$ cat src/rtl/rename_pkg.sv
// rename_pkg: shared defaults and record types for the rename stage.
package rename_pkg;
  localparam int DEF_ARCH_REGS = 32;
  localparam int DEF_PHYS_REGS = 64;
  localparam int DEF_CKPT = 4;
  localparam int DEF_PW = $clog2(DEF_PHYS_REGS);
  localparam int DEF_TW = $clog2(DEF_CKPT);
  typedef struct packed {
    logic valid;
    logic hit;
    logic [DEF_TW-1:0] tag;
  } br_result_t;
  typedef struct packed {
    logic valid;
    logic [DEF_PW-1:0] idx;
  } p_reg_t;
endpackage

$ cat src/rtl/rename_ff1.sv
// rename_ff1: lowest-set-bit finder returning {found, idx}.
module rename_ff1 #(
  parameter int WIDTH = 8,
  localparam int IW = $clog2(WIDTH)
) (
  input  logic [WIDTH-1:0] vec,
  output logic             found,
  output logic [IW-1:0]    idx
);
  always_comb begin
    found = |vec;
    idx = '0;
    for (int i = WIDTH - 1; i >= 0; i--) if (vec[i]) idx = IW'(i);
  end
endmodule

$ cat src/rtl/rename_multi_ckpt.sv
// rename_multi_ckpt: RAT/free-list rename with nested branch checkpoints.
module rename_multi_ckpt
  import rename_pkg::*;
#(
  parameter int NUM_ARCH_REGS = DEF_ARCH_REGS,
  parameter int NUM_PHYS_REGS = DEF_PHYS_REGS,
  parameter int NUM_CKPT = DEF_CKPT,
  localparam int AW = $clog2(NUM_ARCH_REGS),
  localparam int PW = $clog2(NUM_PHYS_REGS),
  localparam int TW = $clog2(NUM_CKPT)
) (
  input  logic          clk,
  input  logic          rst_i,
  input  logic          in_valid_i,
  output logic          in_ready_o,
  input  logic          in_rs1_valid_i,
  input  logic          in_rs2_valid_i,
  input  logic          in_rd_valid_i,
  input  logic [AW-1:0] in_rs1_i,
  input  logic [AW-1:0] in_rs2_i,
  input  logic [AW-1:0] in_rd_i,
  input  logic          in_is_branch_i,
  output logic          out_valid_o,
  output logic [PW-1:0] out_prs1_o,
  output logic [PW-1:0] out_prs2_o,
  output logic          out_prs1_rdy_o,
  output logic          out_prs2_rdy_o,
  output logic [PW-1:0] out_prd_o,
  output logic [PW-1:0] out_prd_old_o,
  output logic [TW-1:0] out_br_tag_o,
  input  logic          wb_valid_i,
  input  logic [PW-1:0] wb_preg_i,
  input  logic          commit_valid_i,
  input  logic [PW-1:0] commit_prd_old_i,
  input  logic          br_valid_i,
  input  logic          br_hit_i,
  input  logic [TW-1:0] br_tag_i
);
  logic [PW-1:0] rat_q [NUM_ARCH_REGS];
  logic [PW-1:0] rat_upd [NUM_ARCH_REGS];
  logic [PW-1:0] rat_n [NUM_ARCH_REGS];
  logic [PW-1:0] ckpt_rat [NUM_CKPT][NUM_ARCH_REGS];
  logic [NUM_PHYS_REGS-1:0] free_q, free_n, rdy_q, rdy_n;
  logic [NUM_PHYS_REGS-1:0] amask_q [NUM_CKPT];
  logic [NUM_PHYS_REGS-1:0] amask_n [NUM_CKPT];
  logic [NUM_CKPT-1:0] older_q [NUM_CKPT];
  logic [NUM_CKPT-1:0] older_n [NUM_CKPT];
  logic [NUM_CKPT-1:0] cv_q, cv_n;
  logic need_preg, pf_found, sf_found, accept, alloc_go, br_go, mispredict, hit;
  logic [PW-1:0] alloc;
  logic [TW-1:0] slot;
  rename_ff1 #(.WIDTH(NUM_PHYS_REGS)) u_pf (
    .vec  (free_q & ~NUM_PHYS_REGS'(1)),
    .found(pf_found),
    .idx  (alloc)
  );
  rename_ff1 #(.WIDTH(NUM_CKPT)) u_sf (
    .vec  (~cv_q),
    .found(sf_found),
    .idx  (slot)
  );
  assign need_preg = in_rd_valid_i && in_rd_i != '0;
  assign in_ready_o = !(need_preg && !pf_found) && !(in_is_branch_i && !sf_found)
                      && !(br_valid_i && !br_hit_i);
  assign accept = in_valid_i && in_ready_o;
  assign out_valid_o = accept;
  assign alloc_go = accept && need_preg;
  assign br_go = accept && in_is_branch_i;
  assign mispredict = br_valid_i && !br_hit_i && cv_q[br_tag_i];
  assign hit = br_valid_i && br_hit_i && cv_q[br_tag_i];
  assign out_prs1_o = (in_rs1_valid_i && in_rs1_i != '0) ? rat_q[in_rs1_i] : '0;
  assign out_prs2_o = (in_rs2_valid_i && in_rs2_i != '0) ? rat_q[in_rs2_i] : '0;
  assign out_prs1_rdy_o = rdy_q[out_prs1_o] || (wb_valid_i && wb_preg_i == out_prs1_o);
  assign out_prs2_rdy_o = rdy_q[out_prs2_o] || (wb_valid_i && wb_preg_i == out_prs2_o);
  assign out_prd_o = need_preg ? alloc : '0;
  assign out_prd_old_o = need_preg ? rat_q[in_rd_i] : '0;
  assign out_br_tag_o = slot;
  always_comb begin
    rat_upd = rat_q;
    if (alloc_go) rat_upd[in_rd_i] = alloc;
    rat_n = rat_upd;
    if (mispredict) rat_n = ckpt_rat[br_tag_i];
    free_n = free_q;
    if (alloc_go) free_n[alloc] = 1'b0;
    if (mispredict) free_n = free_n | amask_q[br_tag_i];
    if (commit_valid_i && commit_prd_old_i != '0) free_n[commit_prd_old_i] = 1'b1;
    rdy_n = rdy_q;
    if (alloc_go) rdy_n[alloc] = 1'b0;
    if (wb_valid_i && wb_preg_i != '0) rdy_n[wb_preg_i] = 1'b1;
    cv_n = cv_q;
    amask_n = amask_q;
    older_n = older_q;
    for (int k = 0; k < NUM_CKPT; k++) begin
      if (alloc_go && cv_q[k]) amask_n[k][alloc] = 1'b1;
      if (mispredict && (TW'(k) == br_tag_i || older_q[k][br_tag_i])) cv_n[k] = 1'b0;
    end
    if (br_go) begin
      cv_n[slot] = 1'b1;
      amask_n[slot] = '0;
      older_n[slot] = cv_q;
    end
    if (hit) cv_n[br_tag_i] = 1'b0;
    // a resolved slot is no longer anyone's ancestor
    if (hit || mispredict) for (int k = 0; k < NUM_CKPT; k++) older_n[k][br_tag_i] = 1'b0;
  end
  always_ff @(posedge clk or posedge rst_i) begin
    if (rst_i) begin
      for (int i = 0; i < NUM_ARCH_REGS; i++) rat_q[i] <= PW'(i);
      free_q <= {NUM_PHYS_REGS{1'b1}} << NUM_ARCH_REGS;
      rdy_q <= '1;
      cv_q <= '0;
      for (int k = 0; k < NUM_CKPT; k++) begin
        amask_q[k] <= '0;
        older_q[k] <= '0;
      end
    end else begin
      rat_q <= rat_n;
      free_q <= free_n;
      rdy_q <= rdy_n;
      cv_q <= cv_n;
      amask_q <= amask_n;
      older_q <= older_n;
    end
  end
  always_ff @(posedge clk) if (br_go) ckpt_rat[slot] <= rat_upd;
endmodule

$ cat config.mk
export PLATFORM = sky130hd
export DESIGN_NAME = rename_multi_ckpt
export DESIGN_NICKNAME = d
export VERILOG_FILES = /design/src/rtl/rename_pkg.sv /design/src/rtl/rename_ff1.sv /design/src/rtl/rename_multi_ckpt.sv
export SDC_FILE = /design/constraint.sdc
export NUM_CORES = 2
export LEC_CHECK = 0
export ABC_AREA = 1
export BUFFER_PORTS_ARGS = -buffer_cell sky130_fd_sc_hd__buf_2
export CORE_MARGIN = 2
export CORE_UTILIZATION = 62
export CTS_CLUSTER_SIZE = 16
export DETAILED_ROUTE_END_ITERATION = 7
export HOLD_SLACK_MARGIN = 0.03
export PLACE_DENSITY = 0.78
export REMOVE_ABC_BUFFERS = 1
export SLEW_MARGIN = 30
export SYNTH_ARGS = -nofsm -noshare
export SYNTH_HDL_FRONTEND = slang
export SYNTH_HIERARCHICAL = 1
export SYNTH_SLANG_ARGS = --single-unit
$ cat constraint.sdc
create_clock -name clk -period 25.8 [get_ports clk]
set_input_delay 5.16 -clock clk [delete_from_list [all_inputs] [get_ports clk]]
set_output_delay 5.16 -clock clk [all_outputs]
set_load 0.1 [all_outputs]
## Yosys cells after proc, flatten, opt, wreduce, memory -nomap -nowiden

Memory sizes are Yosys's and may differ from the RTL's.
Index checks and enable logic that the tools add are counted.

- Muxes and demuxes: 137
- Reduce and logical (&&, ||, !) cells: 54
- Order comparisons: 19
- Bitwise logic cells: 25
- Eq/ne operators: 5

Operator list:

| kind | count |
|---|---|
| 64-bit 2-to-1 mux | 12 |
| 64-bit bitwise OR | 7 |
| 6-bit 2-to-1 mux | 74 |
| 192-bit 2-to-1 mux | 2 |
| 256-bit AND | 1 |
| 256-bit 2-to-1 mux | 1 |
| 256-bit NOT | 1 |
| 192-bit bitwise mux | 1 |
| 64-bit AND | 2 |
| 64-bit binary-select mux with 2-bit select | 1 |
| 64-bit demux with 2-bit select | 1 |
| 6-bit binary-select mux with 5-bit select | 3 |
| 64-bit NOT | 1 |
| 63-bit OR reduction | 1 |
| 6-bit by 7-bit less-than comparator with 1-bit output, second input constant | 5 |
| 1-bit logical AND | 33 |
| 16-bit 2-to-1 mux | 2 |
| 6-bit demux with 5-bit select | 1 |
| 4-bit AND | 5 |
| 1-bit demux with 6-bit select | 3 |
| 6-bit by 1-bit >= comparator with 1-bit output, second input constant | 3 |
| 6-bit >= comparator, second input constant | 3 |
| 1-bit 2-to-1 mux | 18 |
| 5-bit NOT with 6-bit output | 3 |
| other kinds (24) | 56 |

- Input port bits: 40
- Bits in registers: 596
- Output and inout port bits: 30
- Memories: 1
- Logic and storage cells: 284
- Memory bits (writable): 768

Memories:

| name | depth | width | read ports | clocked after memory_dff | write ports | line | source |
|---|---|---|---|---|---|---|---|
| ckpt_rat | 4 | 192 | 1 | 0 | 1 | rename_multi_ckpt.sv:42 | `logic [PW-1:0] ckpt_rat [NUM_CKPT][NUM_ARCH_REGS];` |

## Longest topological paths before layout

- Word-level depth: 74
- Gate-level depth with buffers: 70
- Depth with buffers taken out: 70

## Modules after synthesis

The synthesis kept the hierarchy.

Modules (own cells, without submodules):

| module | area an instance (µm²) | cells an instance | sequential area each (µm²) | times used |
|---|---|---|---|---|
| rename_multi_ckpt | 58775.1 | 5551 | 37971.4 | 1 |
| rename_ff1 at u_pf | 1024.7 | 235 | 0.0 | 1 |
| rename_ff1 at u_sf | 46.3 | 9 | 0.0 | 1 |

## Worst setup path after synthesis

Ideal clock, no wire load.

- Path type: input port to output port
- From: input in_rs1_i[0]
- To: output out_prs1_rdy_o
- Required time: 20640 ps
- Arrival time: 8376 ps
- Path buffers: 3
- Slack: 12264 ps
- Cell stages on the path: 15
- Path through: buf_2 clkbuf_1 clkbuf_1 o21ai_0 a21oi_1 nand2_1 nand3_1 nand2_1 nand2_1 clkinv_1 nand3_1 nand3_1 nand3_1 nand3_1 nand3_1

- Word-level cells in the longest chain between the ends: 8
- Elaborated cells on any way between the ends: 12
- Classes of those cells: 1 x eq/ne; 6 x mux; 1 x bitwise; 4 x reduce/logical

RTL lines:

| element | line | source |
|---|---|---|
| start, declared | rename_multi_ckpt.sv:19 | `input logic [AW-1:0] in_rs1_i,` |
| 5-bit NOT with 6-bit output (implied by the code) | rename_multi_ckpt.sv:71 | `assign out_prs1_o = (in_rs1_valid_i && in_rs1_i != '0) ? rat_q[in_rs1_i] : '0;` |
| 6-bit binary-select mux with 5-bit select | rename_multi_ckpt.sv:71 |  |
| 6-bit 2-to-1 mux (implied by the code) (2 in series) | rename_multi_ckpt.sv:71 |  |
| 6-bit 2-to-1 mux (*) | rename_multi_ckpt.sv:71 |  |
| net out_prs1_o[2] | rename_multi_ckpt.sv:24 | `output logic [PW-1:0] out_prs1_o,` |
| 1-bit binary-select mux with 6-bit select / 6-bit == test (equally long branches) | rename_multi_ckpt.sv:73 | `assign out_prs1_rdy_o = rdy_q[out_prs1_o] \|\| (wb_valid_i && wb_preg_i == out_prs1_o);` |
| 1-bit 2-to-1 mux (implied by the code) / 1-bit logical AND (equally long branches) | rename_multi_ckpt.sv:73 |  |
| 1-bit logical OR (*) | rename_multi_ckpt.sv:73 |  |
| end, declared | rename_multi_ckpt.sv:26 | `output logic out_prs1_rdy_o,` |

The timed path passes the listed nets; every way through them passes the cells marked *. The select of a mux whose other input is x is not followed.

## Worst setup path after layout

- From: input in_rs1_i[0]
- To: output out_prs1_rdy_o

- Word-level cells in the longest chain between the ends: 8
- Elaborated cells on any way between the ends: 12
- Classes of those cells: 1 x eq/ne; 6 x mux; 1 x bitwise; 4 x reduce/logical

RTL lines:

| element | line |
|---|---|
| 5-bit NOT with 6-bit output (implied by the code) | rename_multi_ckpt.sv:71 |
| 6-bit binary-select mux with 5-bit select | rename_multi_ckpt.sv:71 |
| 6-bit 2-to-1 mux (implied by the code) (2 in series) | rename_multi_ckpt.sv:71 |
| 6-bit 2-to-1 mux (*) | rename_multi_ckpt.sv:71 |
| 1-bit binary-select mux with 6-bit select / 6-bit == test (equally long branches) | rename_multi_ckpt.sv:73 |
| 1-bit 2-to-1 mux (implied by the code) / 1-bit logical AND (equally long branches) | rename_multi_ckpt.sv:73 |
| 1-bit logical OR (*) | rename_multi_ckpt.sv:73 |

Mark *: on every way between the ends. The rest lies on a longest branch, timed or not. The select of a mux whose other input is x is not followed.

==> impl_metrics.env <==
export IMPL_grtUsageTotal=0.408
export IMPL_synthXorXnorAreaFrac=0.000146
export IMPL_rr_endpoint="amask_q[153]$_DFF_PP0_"
export IMPL_start_kind="input pin"
export IMPL_synthArstFlopShare=0.433
export IMPL_ys_seq_area_frac=0.634
export IMPL_numCtsBuffers=138
export IMPL_hold_class="reg -> reg"
export IMPL_synth_adder_area_share=0
export IMPL_nNetsFinal=5750
export IMPL_yosysUniqueCellTypes=48
export IMPL_drive_gt1_frac=0.105
export IMPL_drt_initial_drc_count=7358
export IMPL_syn_avg_cell_area_um2=10.3
export IMPL_fmax_mhz=65.4
export IMPL_synth_warnings=6
export IMPL_synthTopCellsByArea="edfxtp_1, dfrtp_1, dfstp_2, nand2_1, a22oi_1"
export IMPL_dr_pass1_iters=7
export IMPL_worstReg2RegStart="free_q[61]$_DFF_PP1_"
export IMPL_synth_top_area_cell="edfxtp_1"
export IMPL_whs_path_depth=2
export IMPL_grt_pass1_vias=46900
export IMPL_grtUsageMet2=0.619
export IMPL_slew_headroom=0.284
export IMPL_grt_max_degree=136
export IMPL_cts_tree="done"
export IMPL_root_buffer="clkbuf_16"
export IMPL_gr_total_overflow=0
export IMPL_rows=113
export IMPL_final_common_cell="nand2_1"
export IMPL_power_density_cell_area_nw_per_um2=105
export IMPL_wl_per_cell_um=28.6
export IMPL_busiest_layer="met2"
export IMPL_synth_area_mux_share=0.000669
export IMPL_antenna_found_initial=5
export IMPL_die_h_um=315
export IMPL_htree_num_levels=4
export IMPL_mostFrequentLayoutCells="nand2_1, edfxtp_1, nor2_1, a21oi_1, a22oi_1"
export IMPL_synth_simple_area_share=0.128
export IMPL_post_cts_setup_buffers=0
export IMPL_boundaryPins=70
export IMPL_initial_core_util=0.628
export IMPL_cts_sinks=1355
export IMPL_synthFlopType="edfxtp_1"
export IMPL_antenna_left=0
export IMPL_route_final_wire_length_mm=203
export IMPL_ff2ff_path_depth=70
export IMPL_postCtsHoldBufs=0
export IMPL_port_buffers=69
export IMPL_die_w_um=315
export IMPL_p_leak_uw=0.0255
export IMPL_clk_path_buf_depth=3
export IMPL_crit_path_end="out_prs1_rdy_o"
export IMPL_r2r_slack_ps=17920
export IMPL_clock_latency_ps=770
export IMPL_critPathKind="in -> out"
export IMPL_max_cap_violations=0
export IMPL_viasPerCell=6.88
export IMPL_drv_slew=0
export IMPL_routabilityCongestion=1.03
export IMPL_crit_fanout=60
export IMPL_nFillCells=6902
export IMPL_endpoint_kind="primary output"
export IMPL_vias=48800
export IMPL_synth_compound_area_share=0.187
export IMPL_use_met3=0.0880
export IMPL_cts_resized=0
export IMPL_die_area_um2=99000
export IMPL_use_met1=0.539
export IMPL_fin_skew_ps=31.7
export IMPL_post_route_period_util=0.593
export IMPL_synth_edff_count=768
export IMPL_startpoint="in_rs1_i[0]"
export IMPL_finalHoldViolCount=0
export IMPL_synthesis_area_um2=59800
export IMPL_fin_area_um2=65800
export IMPL_fin_util=0.691
export IMPL_drc=0
export IMPL_rsz0062_at_grt="false"
export IMPL_outcome="completed"
export IMPL_fin_setup_tns_ps=0
export IMPL_setup_viol=0
export IMPL_synthCells=5795
export IMPL_synth_top_family_by_area="compound AO/OA/AOI/OAI gates"
export IMPL_core_area_um2=95300
export IMPL_path_clk_slew_ps=60
export IMPL_cp_data_arrival_time_ps=10130
export IMPL_ys_ff_latch=1355
export IMPL_synth_top_area_frac=0.385
export IMPL_vdd_drop_max_v=0.000105
export IMPL_place_area_um2=61200
export IMPL_layout_min_cycle_time_ps=15290
export IMPL_area_growth_pct=9.98
export IMPL_grt_pass1_wl_mm=301
export IMPL_dp_hpwl_mm=124
export IMPL_tightest_slew_ps=1070
export IMPL_crit_required_ps=20640
==> critical path, stage by stage <==
cell and delay [ps]:
buf_4 290, inv_1 580, buf_4 450, nand4_1 300, nand2_1 140, clkinv_1 690, nand2_1 820, clkinv_1 540
nand3_1 210, nand3_1 140, nand3_1 140, nand3_1 100, nand3_1 90, buf_2 420
==> logic make-up after synthesis <==
group                  Yosys count
AO/OA/AOI/OAI                 1791
XOR/XNOR                         1
buffers and inverters          741
flip-flops                    1355
multiplexers                     4
other                            1
AND/OR/NAND/NOR               1902
==> flip-flops by register name (all words and copies together), names as in the netlist <==
register / count
amask_q: 252
older_q: 12
rat_q: 192
cv_q: 4
free_q: 63
ckpt_rat: 768
rdy_q: 64
==> through the flow <==
step / hold slack [ps] / total power, uW / worst slack, ps / std cells
2_1_floorplan: 453 / 4130 / 4340 / 5404
3_3_place_gp: 475 / 4760 / 10560 / 6832
3_5_place_dp: 481 / 4810 / 10890 / 6833
4_1_cts: 491 / 6810 / 10880 / 7087
5_1_grt: 506 / 7100 / 10310 / 7089
6_report: 490 / 6890 / 10510 / 7093
==> where the power goes <==
group | total [uW] | switching, uW | internal [uW]
combinational | 1600 | 1190 | 406
clock | 2010 | 879 | 1130
sequential | 3280 | 353 | 2930
==> cells in the mapped netlist, types with 38 or more instances <==
cell type  instances
dfrtp_1          411
inv_1            302
nor2_1           679
buf_2             80
o21ai_1           52
a22oi_1          428
dfstp_2          176
o22ai_1           38
o21ai_0          356
a221oi_1          60
a21oi_1          511
a31oi_1          158
clkbuf_1         295
a22o_1            59
a221o_1           40
nand2_1          861
edfxtp_1         768
nand3_1          306
==> cell type report <==
type	count	area (um2)	share of cell area
antenna	4	10.0	0.000152
clock buffer	189	3830	0.0581
clock inverter	65	736	0.0112
inverter	348	1460	0.0221
multi-input combinational	3701	19100	0.290
sequential	1355	38000	0.577
tap	1265	1580	0.0240
timing repair buffer	166	1160	0.0177
==> metal layers <==
layer / part of all wire / routed length, um
met5: 0.00015 / 31
met4: 0.076 / 15400
met3: 0.11 / 22700
met2: 0.45 / 91200
met1: 0.36 / 73500
==> worst min path at each step <==
stage	to	startpoint
6_report	rdy_q[44]$_DFF_PP1_	rdy_q[44]$_DFF_PP1_
2_1_floorplan	rdy_q[0]$_DFF_PP1_	rdy_q[0]$_DFF_PP1_
3_5_place_dp	rdy_q[44]$_DFF_PP1_	rdy_q[44]$_DFF_PP1_
5_1_grt	amask_q[116]$_DFF_PP0_	amask_q[116]$_DFF_PP0_
3_3_place_gp	amask_q[60]$_DFF_PP0_	amask_q[60]$_DFF_PP0_
4_1_cts	rdy_q[44]$_DFF_PP1_	rdy_q[44]$_DFF_PP1_
Note: power is estimated with default switching activity, not from simulation.
